### src/rtl/mips_pkg.sv
// Shared constants for the fetch pipeline: data width, reset/bubble defaults
// and the sequential PC increment.
package mips_pkg;

   localparam int          WORD_W        = 32;
   localparam logic [31:0] DEF_NOP_INSTR = 32'h0000_0000;
   localparam logic [31:0] DEF_RESET_PC  = 32'h0000_0000;
   localparam logic [31:0] PC_INC        = 32'h0000_0004;

   function automatic logic is_aligned(input logic [1:0] lsb);
      return (lsb == 2'b00);
   endfunction

endpackage

### src/rtl/if_id_reg.sv
// IF/ID pipeline register: instruction, PC+4 and valid bit with hold and
// bubble controls. Bubble takes precedence over hold.
module if_id_reg
   import mips_pkg::*;
#(
   parameter logic [WORD_W-1:0] NOP_INSTR = DEF_NOP_INSTR
) (
   input  logic              clk,
   input  logic              reset,
   input  logic              hold,
   input  logic              bubble,
   input  logic [WORD_W-1:0] instr_in,
   input  logic [WORD_W-1:0] pcp4_in,
   output logic [WORD_W-1:0] instr,
   output logic [WORD_W-1:0] pcp4,
   output logic              valid
);

   logic [WORD_W-1:0] r_instr;
   logic [WORD_W-1:0] r_pcp4;
   logic              r_valid;

   // Pipeline register update: reset, bubble, hold, then load.
   always_ff @(posedge clk) begin
      if (reset) begin
         r_instr <= NOP_INSTR;
         r_pcp4  <= {WORD_W{1'b0}};
         r_valid <= 1'b0;
      end else if (bubble) begin
         r_instr <= NOP_INSTR;
         r_pcp4  <= {WORD_W{1'b0}};
         r_valid <= 1'b0;
      end else if (hold) begin
         r_instr <= r_instr;
         r_pcp4  <= r_pcp4;
         r_valid <= r_valid;
      end else begin
         r_instr <= instr_in;
         r_pcp4  <= pcp4_in;
         r_valid <= 1'b1;
      end
   end

   assign instr = r_instr;
   assign pcp4  = r_pcp4;
   assign valid = r_valid;

endmodule

### src/rtl/if_stage.sv
// Instruction-fetch stage: PC register, misaligned-target trap, fetch counter
// and the IF/ID register. Next-PC selection is done outside this block.
module if_stage
   import mips_pkg::*;
#(
   parameter logic [WORD_W-1:0] RESET_PC  = DEF_RESET_PC,
   parameter logic [WORD_W-1:0] NOP_INSTR = DEF_NOP_INSTR
) (
   input  logic              clk,
   input  logic              reset,
   input  logic [WORD_W-1:0] NextPC,
   input  logic              Stall,
   input  logic              Flush,
   input  logic [WORD_W-1:0] IData,
   output logic [WORD_W-1:0] PC,
   output logic [WORD_W-1:0] PCPlus4,
   output logic [WORD_W-1:0] ID_Instr,
   output logic [WORD_W-1:0] ID_PCPlus4,
   output logic              ID_Valid,
   output logic              AlignErr,
   output logic [WORD_W-1:0] FetchCnt
);

   logic [WORD_W-1:0] r_pc;
   logic              r_align_err;
   logic [WORD_W-1:0] r_fetch_cnt;

   logic [WORD_W-1:0] w_pc_plus4;
   logic              w_misalign;
   logic              w_pc_load;
   logic              w_err_set;
   logic              w_bubble;
   logic              w_fetch;

   assign w_pc_plus4 = r_pc + PC_INC;
   assign w_misalign = !is_aligned(NextPC[1:0]);
   // Once trapped the stage ignores Stall/Flush until reset.
   assign w_pc_load  = !r_align_err && (Flush || !Stall);
   assign w_err_set  = w_pc_load && w_misalign;
   assign w_bubble   = r_align_err || Flush || w_err_set;
   assign w_fetch    = w_pc_load && !Flush && !w_misalign;

   // PC register: a misaligned target leaves the PC where it was.
   always_ff @(posedge clk) begin
      if (reset) begin
         r_pc <= RESET_PC;
      end else if (w_pc_load && !w_misalign) begin
         r_pc <= NextPC;
      end else begin
         r_pc <= r_pc;
      end
   end

   // Sticky alignment trap and count of real instructions entering IF/ID.
   always_ff @(posedge clk) begin
      if (reset) begin
         r_align_err <= 1'b0;
         r_fetch_cnt <= {WORD_W{1'b0}};
      end else begin
         r_align_err <= r_align_err | w_err_set;
         r_fetch_cnt <= w_fetch ? (r_fetch_cnt + 32'd1) : r_fetch_cnt;
      end
   end

   if_id_reg #(
      .NOP_INSTR (NOP_INSTR)
   ) u_if_id (
      .clk      (clk),
      .reset    (reset),
      .hold     (Stall),
      .bubble   (w_bubble),
      .instr_in (IData),
      .pcp4_in  (w_pc_plus4),
      .instr    (ID_Instr),
      .pcp4     (ID_PCPlus4),
      .valid    (ID_Valid)
   );

   assign PC       = r_pc;
   assign PCPlus4  = w_pc_plus4;
   assign AlignErr = r_align_err;
   assign FetchCnt = r_fetch_cnt;

endmodule

### config.mk
export PLATFORM = sky130hd
export DESIGN_NAME = if_stage
export DESIGN_NICKNAME = d
export VERILOG_FILES = /design/src/rtl/mips_pkg.sv /design/src/rtl/if_id_reg.sv /design/src/rtl/if_stage.sv
export SDC_FILE = /design/constraint.sdc
export NUM_CORES = 1
export LEC_CHECK = 0
export ABC_AREA = 1
export CAP_MARGIN = 10
export CORE_ASPECT_RATIO = 2
export CORE_MARGIN = 4
export CORE_UTILIZATION = 30
export DETAILED_ROUTE_END_ITERATION = 7
export REMOVE_ABC_BUFFERS = 1
export SLEW_MARGIN = 5
export SYNTH_ARGS = -nofsm -noshare
export SYNTH_HDL_FRONTEND = slang
export SYNTH_SLANG_ARGS = --single-unit
### constraint.sdc
create_clock -name clk -period 1.6 [get_ports clk]
set_clock_uncertainty 0.2 [all_clocks]
set_input_delay 0.32 -clock clk [delete_from_list [all_inputs] [get_ports clk]]
set_output_delay 0.32 -clock clk [all_outputs]
set_load 0.02 [all_outputs]
* Word-level counts from Yosys, hierarchy flattened
Cells that the tools add are included.
Operators by class: bitwise logic cells 1, add/sub/neg operators 2, reduce and logical (&&, ||, !) cells 14
Operator list (count):
- $add 32x1->32 const B | 1
- $add 32x3->32 const B | 1
- $logic_and 1x1->1 | 5
- $logic_not 1->1 | 4
- $logic_or 1x1->1 | 3
- $logic_not 2->1 | 1
- $reduce_or 2->1 | 1
- $or 1x1->1 | 1
Storage, ports and cells: output and inout bits 162, logic and storage cells 23, bits in registers 130

* Logic depth before layout (Yosys ltp)
word-level depth 6, mapped depth 10

* Cells and area by module
A second synthesis with hierarchy kept.
Second synthesis, totals: cells, all modules 992, area, all modules 6512.5 sq um
Modules (own cells, without submodules):
- if_stage | cells an instance 583, times used 1, sequential area each 1301.2 sq um, area each 3853.7 sq um
- if_id_reg | cells an instance 409, times used 1, sequential area each 1301.2 sq um, area each 2658.8 sq um

* Least setup slack after synthesis
No wires, ideal clock.
path type reg-to-output, start reg r_pc[3] (netlist: PC[3]), end out PCPlus4[26], stages on the path, launching flop included 8, arrival 1490 ps, path slack -410 ps, data required time 1080 ps, buffers on the path 0, cells stage by stage dfxtp_1 -> ha_1 -> nand2_1 -> nor2_1 -> nand2_2 -> nor2_2 -> nand3_1 -> nand2_1
Between the ends: cells in the longest elaborated chain, start to end 1
Ends and longest elaborated chain:
- start: declaration | RTL line if_stage.sv:24 | logic [WORD_W-1:0] r_pc;
- start signal: assignment | RTL line if_stage.sv:48 | r_pc <= NextPC;
- start signal: assignment | RTL line if_stage.sv:50 | r_pc <= r_pc;
- $add 32x3->32 | RTL line if_stage.sv:35 | assign w_pc_plus4 = r_pc + PC_INC;
- end: declaration | RTL line if_stage.sv:16 | output logic [WORD_W-1:0] PCPlus4,
No other way between the ends.

* Worst setup path in the final report
start reg r_pc[2] (netlist: PC[2]), end out PCPlus4[21]
Same word-level chain as after synthesis.

==> summary.txt <==
Worst hold path
  – Hold Path Class: input pin to register

Finish
  – Share of cells above drive strength 1: 44.1%
  – Final nets: 1,431
  – Final Non-Filler Cells: around 1,600
  – Final Util: a little under three fifths
  – Area growth from synthesis to layout: 86.2%

Synthesis
  – EDFF count, synth: 0
  – Yosys cell types: 31
  – Most instantiated library cell after synthesis: nand2_1
  – Asr flop ratio synth: 0%
  – Area share of the largest cell type after synthesis: a little over two fifths
  – Register area share after synthesis: approximately two fifths
  – XOR/XNOR Fraction of Synth Area: between 2 and 2.5%
  – Syn Inst Count: 944
  – Post-synthesis cell area: between 6000 and 7000 um2
  – Synth Area in Simple Gates: a little over a third
  – Most common flop cell mapped by yosys: dfxtp_1
  – Multiplexer share of the synthesized area: 0%
  – Top cells by area, synth: dfxtp_1 42%, nand2_1 16%, nor2_1 8.8%, inv_1 6.6%, a21oi_1 6.1%
  – Largest family of logic cells by synthesized area: simple AND/OR/NAND/NOR gates
  – Syn avg cell area: around 6.6 um2
  – Yosys reg bits: 130
  – Post-synthesis compound-gate area fraction: between 10% and 20%
  – Top cells by count, synth: 274 x nand2_1, 146 x nor2_1, 130 x dfxtp_1
  – Yosys top cell by area: dfxtp_1
  – Synth Area in Adders: less than 1%
  – Number of synthesis warnings: 0

Setup path
  – Critical path's top delay family: simple AND/OR/NAND/NOR gates
  – CP Capture Type: output port
  – CP required: ~1100 ps
  – CP Launch Point: PC[2]$_SDFFE_PP0P_
  – R2R setup slack: -730 ps
  – CP max stage delay: approximately 340 ps
  – Crit path capture: PCPlus4[21]
  – Worst R2R End: u_if_id.pcp4[27]$_SDFFE_PP0N_
  – Worst reg2reg path depth: 18
  – Crit path buf inv count: 4
  – CP max FO: 5
  – Slowest CP cell: dfxtp_2
  – Cell repeated most along the worst path: buf_6
  – Critical path launch point type: register
  – CP Depth: 10
  – Arr. time, crit path: 1890 ps
  – FF-to-FF Start: PC[2]$_SDFFE_PP0P_
  – Crit Path Class: register to output port
  – Crit path cell chain: buf_6, inv_4, nor2_4, nand2_4, buf_6, nor2_4, nand2_1, nand2_2, nand2_2, buf_6

Timing
  – Worst Max-Slew Pin Slew: ~400 ps
  – Post-route minimum period: between 2000 and 2500 ps
  – PnR worst setup slack: -813 ps
  – RSZ-0062 raised after global routing: yes
  – Pins Over Slew Limit: 0
  – Worst slew margin: 73.6%
  – Setup violators final: 66
  – Fin. Hold Viols: 0
  – Fmax: approximately 0.41 GHz
  – Fin crit share: 151%

Clock network
  – Clk_lat worst skew: approximately 420 ps
  – Max H-tree Level: 4
  – Cts hold-fix bufs: 0
  – Clock slew at reported path FFs: approximately 60 ps
  – Cts bufs inserted: 17
  – CTS Buffer Depth: 2
  – CTS sink count: 130
  – CTS tree: built
  – Clk root buf: clkbuf_16

Floorplan
  – Die Ht: around 210 um
  – Initial Util: a little under a third
  – Row cnt: 74
  – # IOs: 230
  – Die width: roughly 110 um
  – Die ar.: about 23,000 um2
  – Core area: 20,500 um2

Place
  – Port buffer count: ~230
  – Hpwl dp: 18.7 mm
  – Global placer's final weighted congestion: 0.948
  – Placed Cells: roughly 1,600

Route
  – DRT Pass-1 Iters: 4
  – Routed len/inst: approximately 16 um
  – Routed wire length: ~26 mm
  – Drc violations: 0
  – Routed vias/inst: about 4.5
  – Vias: roughly 7,300
  – Antenna-violating nets left: 0
  – DR iter-0 viols: roughly 270

Run status
  – Status: complete, but fails checks
  – Violated checks: negative setup slack

Run
  – Max cap viols: 0

GRT
  – Initial antenna violation count: 1
  – Largest net degree at the start of global routing: 39
  – Tot GR Track Use: about a fifth
  – Global-route wire length before repair: 37.6 mm
  – Vias in the first global route: 7,233
  – Total gr overflow: 0

Power
  – Maximum vdd drop: around 0.00056 V
  – P_leak: 5.28 nW
  – Power per cell area: between 700 and 800 nW/um2
==> state kept, by name (all words and copies together) (netlist names) <==
signal and cells:
FetchCnt 32, AlignErr 1, u_if_id.instr 32, u_if_id.pcp4 32, PC 32, u_if_id.valid 1
==> cell usage in the layout (no fill, tap or decap), types with 6 or more instances in the layout <==
| master | synthesis | final |
|---|---|---|
| nand2_2 | 3 | 40 |
| buf_4 | 2 | 191 |
| o21ai_2 | 0 | 9 |
| dfxtp_1 | 130 | 77 |
| nand4_1 | 6 | 6 |
| nor2_4 | 8 | 26 |
| clkbuf_16 | 0 | 20 |
| dfxtp_2 | 0 | 45 |
| nor2_2 | 15 | 22 |
| a21oi_1 | 76 | 72 |
| clkdlybuf4s50_1 | 0 | 64 |
| buf_12 | 0 | 6 |
| inv_1 | 110 | 107 |
| o21ai_1 | 6 | 10 |
| buf_6 | 4 | 65 |
| nand3_2 | 2 | 16 |
| buf_2 | 8 | 33 |
| nor2_1 | 146 | 121 |
| clkbuf_2 | 0 | 33 |
| dfxtp_4 | 0 | 8 |
| xor2_4 | 0 | 6 |
| nand3_1 | 47 | 29 |
| nand2_1 | 274 | 228 |
| o21ai_0 | 47 | 33 |
| nand2_4 | 1 | 10 |
| clkdlybuf4s15_1 | 0 | 6 |
| clkdlybuf4s15_2 | 0 | 25 |
==> power by group <==
| part | internal, mW | total, mW | switching, mW |
|---|---|---|---|
| clock network | 2.82 | 4.34 | 1.52 |
| logic | 0.643 | 1.30 | 0.652 |
| registers | 3.31 | 3.37 | 0.0613 |
| total | 6.77 | 9.01 | 2.24 |
==> metal layers <==
metal	part of all wire [%]	wire (um)	track usage (%)
met4	3.7	944	9.99
met1	33	8410	19.7
met2	59	15000	42.7
met5	0	0	0
met3	4.9	1260	3.84
==> worst min-delay path, delay by kind of cell <==
kind	cells	cell delay (ps)
AO/OA/AOI/OAI	1	50
AND/OR/NAND/NOR	1	60
buffers and inverters	1	390
==> worst min path at each step <==
stage / startpoint / depth (start not counted) / end / slack (ps)
5_1_grt: IData[31] / 3 / u_if_id.instr[31]$_SDFFE_PP0N_ / 250
4_1_cts: IData[15] / 3 / u_if_id.instr[15]$_SDFFE_PP0N_ / 240
3_3_place_gp: u_if_id.instr[30]$_SDFFE_PP0N_ / 2 / u_if_id.instr[30]$_SDFFE_PP0N_ / 250
6_report: IData[15] / 3 / u_if_id.instr[15]$_SDFFE_PP0N_ / 260
3_5_place_dp: u_if_id.instr[27]$_SDFFE_PP0N_ / 2 / u_if_id.instr[27]$_SDFFE_PP0N_ / 260
2_1_floorplan: reset / 1 / FetchCnt[4]$_SDFFE_PP0P_ / 190
==> cell type report <==
cell class                      instances  area (um2)
Antenna cell                            1        2.50
Clock inverter                         12         205
Clock buffer                           20         447
Timing Repair Buffer                  434        3780
Multi-Input combinational cell        663        3720
Sequential cell                       130        2690
Tap cell                              266         333
Inverter                              115         444
Fill cell                            1951        8850
==> through the flow <==
step | hold WS, ps | worst slack [ps] | total power, mW | area [um2] | setup TNS [ps]
after floorplan | 189 | -814 | 3.86 | 6050 | -79860
after global placement | 251 | -953 | 4.58 | 9820 | -72210
after detailed placement | 257 | -946 | 4.59 | 9820 | -73760
after CTS | 236 | -861 | 9.00 | 10900 | -24020
after global routing | 251 | -903 | 9.34 | 11600 | -30520
final | 255 | -813 | 9.01 | 11600 | -23220
==> cells by family (layout without fill, tap and decap cells) <==
group / after synthesis / after routing
other cells: 0 / 1
compound gates: 130 / 130
xor+xnor: 15 / 15
fa+ha+maj: 2 / 2
flops: 130 / 130
simple gates: 516 / 516
buf+inv: 151 / 581
==> what timing repair did <==
item	CTS	global route
pin swaps	32	65
cloned	2	3
setup buffers	22	29
endpoints found under the setup margin	193	171
resized for setup	625	239
No activity file was read; power rests on OpenSTA's default activity.
